### src/rtl/thermal_plant_if.sv
// Actuator/sensor bundle between the temperature controller and the plant model.
// The controller side (master) drives the actuators and ambient; the plant side
// (slave) returns the temperature reading, update pulse and fault flag.
interface thermal_plant_if;
  logic              heater;
  logic              cooler;
  logic [3:0]        rps;
  logic signed [7:0] ambient;
  logic signed [7:0] sensor;
  logic              tick;
  logic              fault;

  modport master (
    output heater, cooler, rps, ambient,
    input  sensor, tick, fault
  );

  modport slave (
    input  heater, cooler, rps, ambient,
    output sensor, tick, fault
  );
endinterface

### src/rtl/thermal_plant.sv
// Closed-loop thermal plant model. A mode FSM tracks the actuator requests
// every cycle; once per TICK_CYCLES the temperature integrates heating,
// fan-proportional cooling or ambient drift, saturated to the signed 8-bit range.
module thermal_plant #(
  parameter int                TICK_CYCLES = 4,
  parameter int                HEAT_STEP   = 2,
  parameter int                COOL_GAIN   = 1,
  parameter logic signed [7:0] INIT_TEMP   = 8'sd20,
  parameter bit                DRIFT_EN    = 1'b1
) (
  input  logic          clock,
  input  logic          reset,
  thermal_plant_if.slave pif
);

  localparam int CNT_W = (TICK_CYCLES > 1) ? $clog2(TICK_CYCLES) : 1;
  localparam int ACC_W = 13;

  localparam logic signed [ACC_W-1:0] MAX_T  = 13'sd127;
  localparam logic signed [ACC_W-1:0] MIN_T  = -13'sd128;
  localparam logic signed [ACC_W-1:0] ONE    = 13'sd1;
  localparam logic signed [ACC_W-1:0] HEAT_X = ACC_W'(HEAT_STEP);
  localparam logic        [ACC_W-1:0] GAIN_X = ACC_W'(COOL_GAIN);
  localparam logic        [CNT_W-1:0] LAST   = CNT_W'(TICK_CYCLES - 1);

  typedef enum logic [1:0] {IDLE, HEAT, COOL, FAULT} mode_t;

  mode_t             state_q, state_d;
  logic [CNT_W-1:0]  cnt_q;
  logic              wrap;
  logic signed [7:0] temp_q, temp_d;
  logic              tick_q;
  logic              fault_q;

  // Clamp a wide signed result into -128..+127; the reading never wraps.
  function automatic logic signed [7:0] sat8(input logic signed [ACC_W-1:0] v);
    if (v > MAX_T)      return 8'sd127;
    else if (v < MIN_T) return -8'sd128;
    else                return v[7:0];
  endfunction

  // Unsaturated next temperature for the mode held during the closing cycle.
  function automatic logic signed [ACC_W-1:0] step(
    input mode_t             m,
    input logic signed [7:0] t,
    input logic        [3:0] r,
    input logic signed [7:0] amb
  );
    logic signed [ACC_W-1:0] t_x;
    logic        [ACC_W-1:0] cool_u;
    t_x    = {{(ACC_W-8){t[7]}}, t};
    cool_u = GAIN_X * {{(ACC_W-4){1'b0}}, r};
    case (m)
      HEAT:    return t_x + HEAT_X;
      COOL:    return t_x - $signed(cool_u);
      IDLE: begin
        if (!DRIFT_EN)     return t_x;
        else if (t < amb)  return t_x + ONE;
        else if (t > amb)  return t_x - ONE;
        else               return t_x;
      end
      default: return t_x;
    endcase
  endfunction

  // Mode decode: the next mode depends only on the current request pair.
  always_comb begin
    state_d = IDLE;
    case ({pif.heater, pif.cooler})
      2'b10:   state_d = HEAT;
      2'b01:   state_d = COOL;
      2'b11:   state_d = FAULT;
      default: state_d = IDLE;
    endcase
  end

  // Mode register with the fault flag registered alongside it.
  always_ff @(posedge clock) begin
    if (reset) begin
      state_q <= IDLE;
      fault_q <= 1'b0;
    end else begin
      state_q <= state_d;
      fault_q <= (state_d == FAULT);
    end
  end

  assign wrap = (cnt_q == LAST);

  // Update-period counter; reset discards any partial period.
  always_ff @(posedge clock) begin
    if (reset)     cnt_q <= '0;
    else if (wrap) cnt_q <= '0;
    else           cnt_q <= cnt_q + CNT_W'(1);
  end

  // Candidate temperature, using the pre-edge mode so a simultaneous mode
  // change cannot influence the update it coincides with.
  always_comb begin
    temp_d = sat8(step(state_q, temp_q, pif.rps, pif.ambient));
  end

  // --- update stage: temperature and tick change together on the wrap edge ---
  always_ff @(posedge clock) begin
    if (reset) begin
      temp_q <= INIT_TEMP;
      tick_q <= 1'b0;
    end else begin
      tick_q <= wrap;
      if (wrap) temp_q <= temp_d;
    end
  end

  assign pif.sensor = temp_q;
  assign pif.tick   = tick_q;
  assign pif.fault  = fault_q;

endmodule

### src/flat_wrapper.sv
// flat-port wrapper written by rule: the top's interface ports become plain ports
module thermal_plant_flat 
#(
  parameter int                TICK_CYCLES = 4,
  parameter int                HEAT_STEP   = 2,
  parameter int                COOL_GAIN   = 1,
  parameter logic signed [7:0] INIT_TEMP   = 8'sd20,
  parameter bit                DRIFT_EN    = 1'b1
)
  (clock, reset, pif_heater, pif_cooler, pif_rps, pif_ambient, pif_sensor, pif_tick, pif_fault);
  thermal_plant_if pif_i ();
  input  logic clock;
  input  logic reset;
  input wire logic [$bits(pif_i.heater)-1:0] pif_heater;
  input wire logic [$bits(pif_i.cooler)-1:0] pif_cooler;
  input wire logic [$bits(pif_i.rps)-1:0] pif_rps;
  input wire logic [$bits(pif_i.ambient)-1:0] pif_ambient;
  output wire logic [$bits(pif_i.sensor)-1:0] pif_sensor;
  output wire logic [$bits(pif_i.tick)-1:0] pif_tick;
  output wire logic [$bits(pif_i.fault)-1:0] pif_fault;
  assign pif_i.heater = pif_heater;
  assign pif_i.cooler = pif_cooler;
  assign pif_i.rps = pif_rps;
  assign pif_i.ambient = pif_ambient;
  assign pif_sensor = pif_i.sensor;
  assign pif_tick = pif_i.tick;
  assign pif_fault = pif_i.fault;
  thermal_plant #(.TICK_CYCLES(TICK_CYCLES), .HEAT_STEP(HEAT_STEP), .COOL_GAIN(COOL_GAIN), .INIT_TEMP(INIT_TEMP), .DRIFT_EN(DRIFT_EN)) u_core (.clock(clock), .reset(reset), .pif(pif_i));
endmodule
### config.mk
export PLATFORM = sky130hd
export DESIGN_NAME = thermal_plant_flat
export DESIGN_NICKNAME = d
export VERILOG_FILES = /design/src/rtl/thermal_plant_if.sv /design/src/rtl/thermal_plant.sv /design/src/flat_wrapper.sv
export SDC_FILE = /design/constraint.sdc
export NUM_CORES = 1
export LEC_CHECK = 0
export BUFFER_PORTS_ARGS = -buffer_cell sky130_fd_sc_hd__buf_2
export CORE_ASPECT_RATIO = 1.4
export CORE_MARGIN = 3
export CORE_UTILIZATION = 34
export DETAILED_ROUTE_END_ITERATION = 8
export GPL_TIMING_DRIVEN = 1
export SLEW_MARGIN = 10
export SYNTH_ARGS = -nofsm -noshare
export SYNTH_HDL_FRONTEND = slang
export SYNTH_SLANG_ARGS = --single-unit
### constraint.sdc
create_clock -name clock -period 3.2 [get_ports clock]
set_input_delay 0.64 -clock clock [delete_from_list [all_inputs] [get_ports clock]]
set_output_delay 0.64 -clock clock [all_outputs]
set_load 0.05 [all_outputs]
==> impl_metrics.py <==
metrics = {
    "die": {
        "placement_rows": 28,
        "initial_utilization_pct": 36.20,
        "floorplan.die.height_um": 86.48,
        "die_area_mm2": 0.005489,
        "fp.dieW_um": 63.48,
        "pin_count": 26,
        "design.core.area_mm2": 0.004344,
    },
    "drt": {
        "drt_wl_total_mm": 4.747,
        "first_pass_iters": 4,
        "first_iter_violations": 106,
        "vias": 1721,
        "post_drt_via_cell_ratio": 5.718,
        "post-route-drc-count": 0,
        "ant_nets": 0,
        "avgRoutedWirePerCell_um": 15.77,
    },
    "synth": {
        "yosys_warnings": 0,
        "postSynthAreaPerCell_um2": 7.598,
        "synth-compound-area-share_pct": 31.50,
        "synth.mux.area_fraction_pct": 3.023,
        "netlist-cell-type-count": 53,
        "synth_fa_ha_area_share_pct": 15.59,
        "largest_family_of_logic_cells_by_synthesized_area": "compound AO/OA/AOI/OAI gates",
        "netlist.area_leader.share_pct": 17.82,
        "most_area_consuming_cells_after_synthesis": "sky130_fd_sc_hd__dfxtp_1, sky130_fd_sc_hd__ha_1, sky130_fd_sc_hd__a21oi_1",
        "synth_seq_cells": 14,
        "netlist_area_mm2": 0.001573,
        "yosys_most_used_dff": "sky130_fd_sc_hd__dfxtp_1",
        "synth.largest_area_cell": "sky130_fd_sc_hd__dfxtp_1",
        "synth_edf_count": 0,
        "simple_logic_cell_fraction_of_the_synthesized_area_pct": 25.14,
        "syn_inst": 207,
        "synth_xor_xnor_area_share_pct": 0.5569,
        "synth-async-reset-ratio_pct": 0,
        "postSynthNetCount": 242,
        "share_of_the_yosys_chip_area_belonging_to_registers_pct": 17.82,
    },
    "layout": {
        "nFillCells": 484,
        "final_area_mm2": 0.001893,
        "utilization_pct": 43.58,
        "antenna_cells": 0,
        "ff_latch_area_um2": 280.3,
        "drive_gt1_share_pct": 21.99,
        "multiInputGateArea_mm2": 0.001192,
        "finalNonFillerCells": 301,
        "syn2layout_area_growth_pct": 20.37,
        "design.final.nets": 277,
    },
    "sta": {
        "fin_setup_tns_ns": 0,
        "unrepaired_setup_endpoints_after_global_routing": "no",
        "slew-limit-headroom_pct": 57.10,
        "finalWorstPathRequiredPeriod_ns": 2.886,
        "timing.final.max_slew_violations": 0,
        "fmax_mhz": 346.5,
        "worstMarginPinSlew_ns": 0.6411,
        "final_hold_viol_count": 0,
        "timing.final.setup_violations": 0,
        "post-route-period-util_pct": 90.19,
        "clock-skew-final_ns": 0.003964,
    },
    "critical_path": {
        "critPathMaxFanout": 7,
        "r2r_cells": 9,
        "crit_path_start_kind": "flip-flop",
        "critPathMostFrequentCell": "sky130_fd_sc_hd__o31a_1",
        "worst-r2r-setup-slack_ns": 0.31,
        "r2r-start": "u_core.pif.sensor[1]",
        "timing.critical_path.max_delay_family": "compound AO/OA/AOI/OAI gates",
        "crit-reg2reg-capture": "u_core.pif.sensor[6]",
        "cp_slowest_stage_delay_ns": 0.51,
        "criticalPathCategory": "reg -> reg",
        "cp_data_arrival_time_ns": 3.08,
        "cp_cell_sequence": "ha_1, nor2b_1, o211ai_2, a21oi_1, o31a_1, o22ai_1, nand3_1, nor2_1, o31a_1",
        "timing.critical_path.to_type": "flip-flop",
        "critical-path-slowest-cell": "sky130_fd_sc_hd__dfxtp_1",
        "worst_ep_required_time_ns": 3.39,
        "critical_path.n_buffers_inverters": 0,
        "critical_path_startpoint": "u_core.pif.sensor[1]",
    },
    "cts": {
        "clock_sink_count": 14,
        "cts.htree.levels": 1,
        "ctsResizeCount": 0,
        "worstSkewPairLatency_ns": 0.24,
        "tritoncts.num_buffers": 3,
        "worst_setup_hold_path_clk_slew_ns": 0.06,
        "post-cts-setup-buffer-count": 0,
        "root_buffer": "sky130_fd_sc_hd__clkbuf_8",
        "cts_tree": "done",
        "post_cts_hold_buffer_count": 0,
        "cts_max_path_buffers": 2,
    },
    "grt": {
        "grt_overflow": 0,
        "global_route.usage.total_pct": 18.07,
        "grt_pass1_wl_mm": 7.955,
        "grt_antenna_before_repair": 0,
        "vias_in_the_first_global_route": 1732,
        "grt_start_max_net_pins": 16,
    },
    "pwr": {
        "peakVddDrop_mv": 0.2129,
        "totalPowerFinal_mw": 0.6457,
        "p_leak_nw": 0.8287,
        "power-per-cell-area_mw_per_mm2": 341.1,
    },
    "placed_design": {
        "numPortBuffers": 25,
        "dp_cells": 297,
        "hpwl_mm": 3.776,
        "place.gp.congestion": 0.9809,
        "dpl_cell_area_mm2": 0.001838,
    },
    "worst_hold_path": {
        "hold_path_depth": 1,
        "timing.hold.worst.class": "reg -> reg",
        "hold_path_end": "u_core.cnt_q[0]",
        "hold_path.startpoint": "u_core.cnt_q[0]",
    },
    "run_status": {
        "outcome": "finished, final reports clean",
    },
    "flow_run": {
        "max_cap_violations": 0,
    },
}
cell families after synthesis:
kind of cell | Yosys count
simple gates | 74
compound gates | 69
buf+inv | 26
fa+ha+maj | 19
flops | 14
mux | 4
xor+xnor | 1
flip-flops by register name, indices dropped and copies added, names as in the netlist:
name	cells
u_core.pif.sensor	8
u_core.cnt_q	2
u_core.state_q	2
u_core.pif.fault	1
u_core.pif.tick	1
power by group:
part	switching, mW	internal (mW)	total, mW
clock network	0.0624	0.109	0.171
registers	0.0148	0.187	0.202
logic	0.166	0.106	0.272
worst max path at each step:
stage	endpoint	slack, ns	depth (start not counted)
2_1_floorplan	u_core.pif.sensor[4]	0.13	10
3_3_place_gp	u_core.pif.sensor[6]	0.11	11
3_5_place_dp	u_core.pif.sensor[4]	0.09	11
4_1_cts	u_core.pif.sensor[4]	0.32	12
5_1_grt	u_core.pif.sensor[4]	0.12	12
6_report	u_core.pif.sensor[6]	0.31	9
per-stage QoR:
stage	hold WS, ns	worst slack [ns]
floorplan	0.3977	0.1348
global placement	0.4139	0.1068
detailed placement	0.4165	0.08714
CTS	0.4251	0.3211
global route	0.4754	0.1220
finish	0.4237	0.3138
Yosys cell counts, drive strengths merged, types with 6 or more instances:
cell,count
a211oi,6
a21oi,15
ha,18
inv,17
nor2,14
nand2,16
clkbuf,6
nand3,6
dfxtp,14
o21ai,11
metal layers:
| layer | vias to the layer above | global-route usage, % | part of all wire [%] |
|---|---|---|---|
| met3 | 22 | 2.853 | 5.6 |
| met2 | 67 | 31.94 | 49 |
| met1 | 782 | 20.21 | 40 |
| li1 | 850 | - | - |
| met4 | 0 | 10.81 | 5.3 |
| met5 | - | 0 | 0 |
cells in the final DEF, fill, tap and decap left out, types with 2 or more instances in the layout:
cell | Yosys | layout
sky130_fd_sc_hd__nand2_1 | 16 | 16
sky130_fd_sc_hd__o211ai_1 | 3 | 3
sky130_fd_sc_hd__o31ai_1 | 2 | 2
sky130_fd_sc_hd__buf_4 | 0 | 13
sky130_fd_sc_hd__inv_1 | 17 | 17
sky130_fd_sc_hd__o22ai_1 | 2 | 2
sky130_fd_sc_hd__a211oi_1 | 5 | 5
sky130_fd_sc_hd__a311oi_1 | 2 | 2
sky130_fd_sc_hd__clkbuf_8 | 0 | 4
sky130_fd_sc_hd__and3_1 | 5 | 5
sky130_fd_sc_hd__o21a_1 | 3 | 3
sky130_fd_sc_hd__nor4_1 | 2 | 2
sky130_fd_sc_hd__a21o_1 | 3 | 3
sky130_fd_sc_hd__a21oi_1 | 15 | 15
sky130_fd_sc_hd__nor3_1 | 5 | 5
sky130_fd_sc_hd__dfxtp_1 | 14 | 14
sky130_fd_sc_hd__a31o_2 | 2 | 2
sky130_fd_sc_hd__nand3_1 | 6 | 6
sky130_fd_sc_hd__nand4_1 | 4 | 4
sky130_fd_sc_hd__o31a_1 | 3 | 3
sky130_fd_sc_hd__nor2b_1 | 5 | 5
sky130_fd_sc_hd__a31oi_1 | 5 | 5
sky130_fd_sc_hd__nor3b_1 | 2 | 2
sky130_fd_sc_hd__buf_2 | 2 | 25
sky130_fd_sc_hd__or3_1 | 3 | 3
sky130_fd_sc_hd__o21ai_0 | 8 | 8
sky130_fd_sc_hd__o32ai_1 | 2 | 2
sky130_fd_sc_hd__nand2b_1 | 5 | 5
sky130_fd_sc_hd__o21ai_1 | 3 | 3
sky130_fd_sc_hd__a2111o_1 | 2 | 2
sky130_fd_sc_hd__ha_1 | 18 | 18
sky130_fd_sc_hd__mux2_2 | 2 | 2
sky130_fd_sc_hd__nor2_1 | 14 | 14
layout make-up:
type / count / area share, %
Tap cell: 60 / 3.966
Clock buffer: 4 / 2.908
Inverter: 18 / 3.569
Timing Repair Buffer: 38 / 11.76
Sequential cell: 14 / 14.80
Multi-Input combinational cell: 167 / 62.99
(Power assumes the default switching activity.)
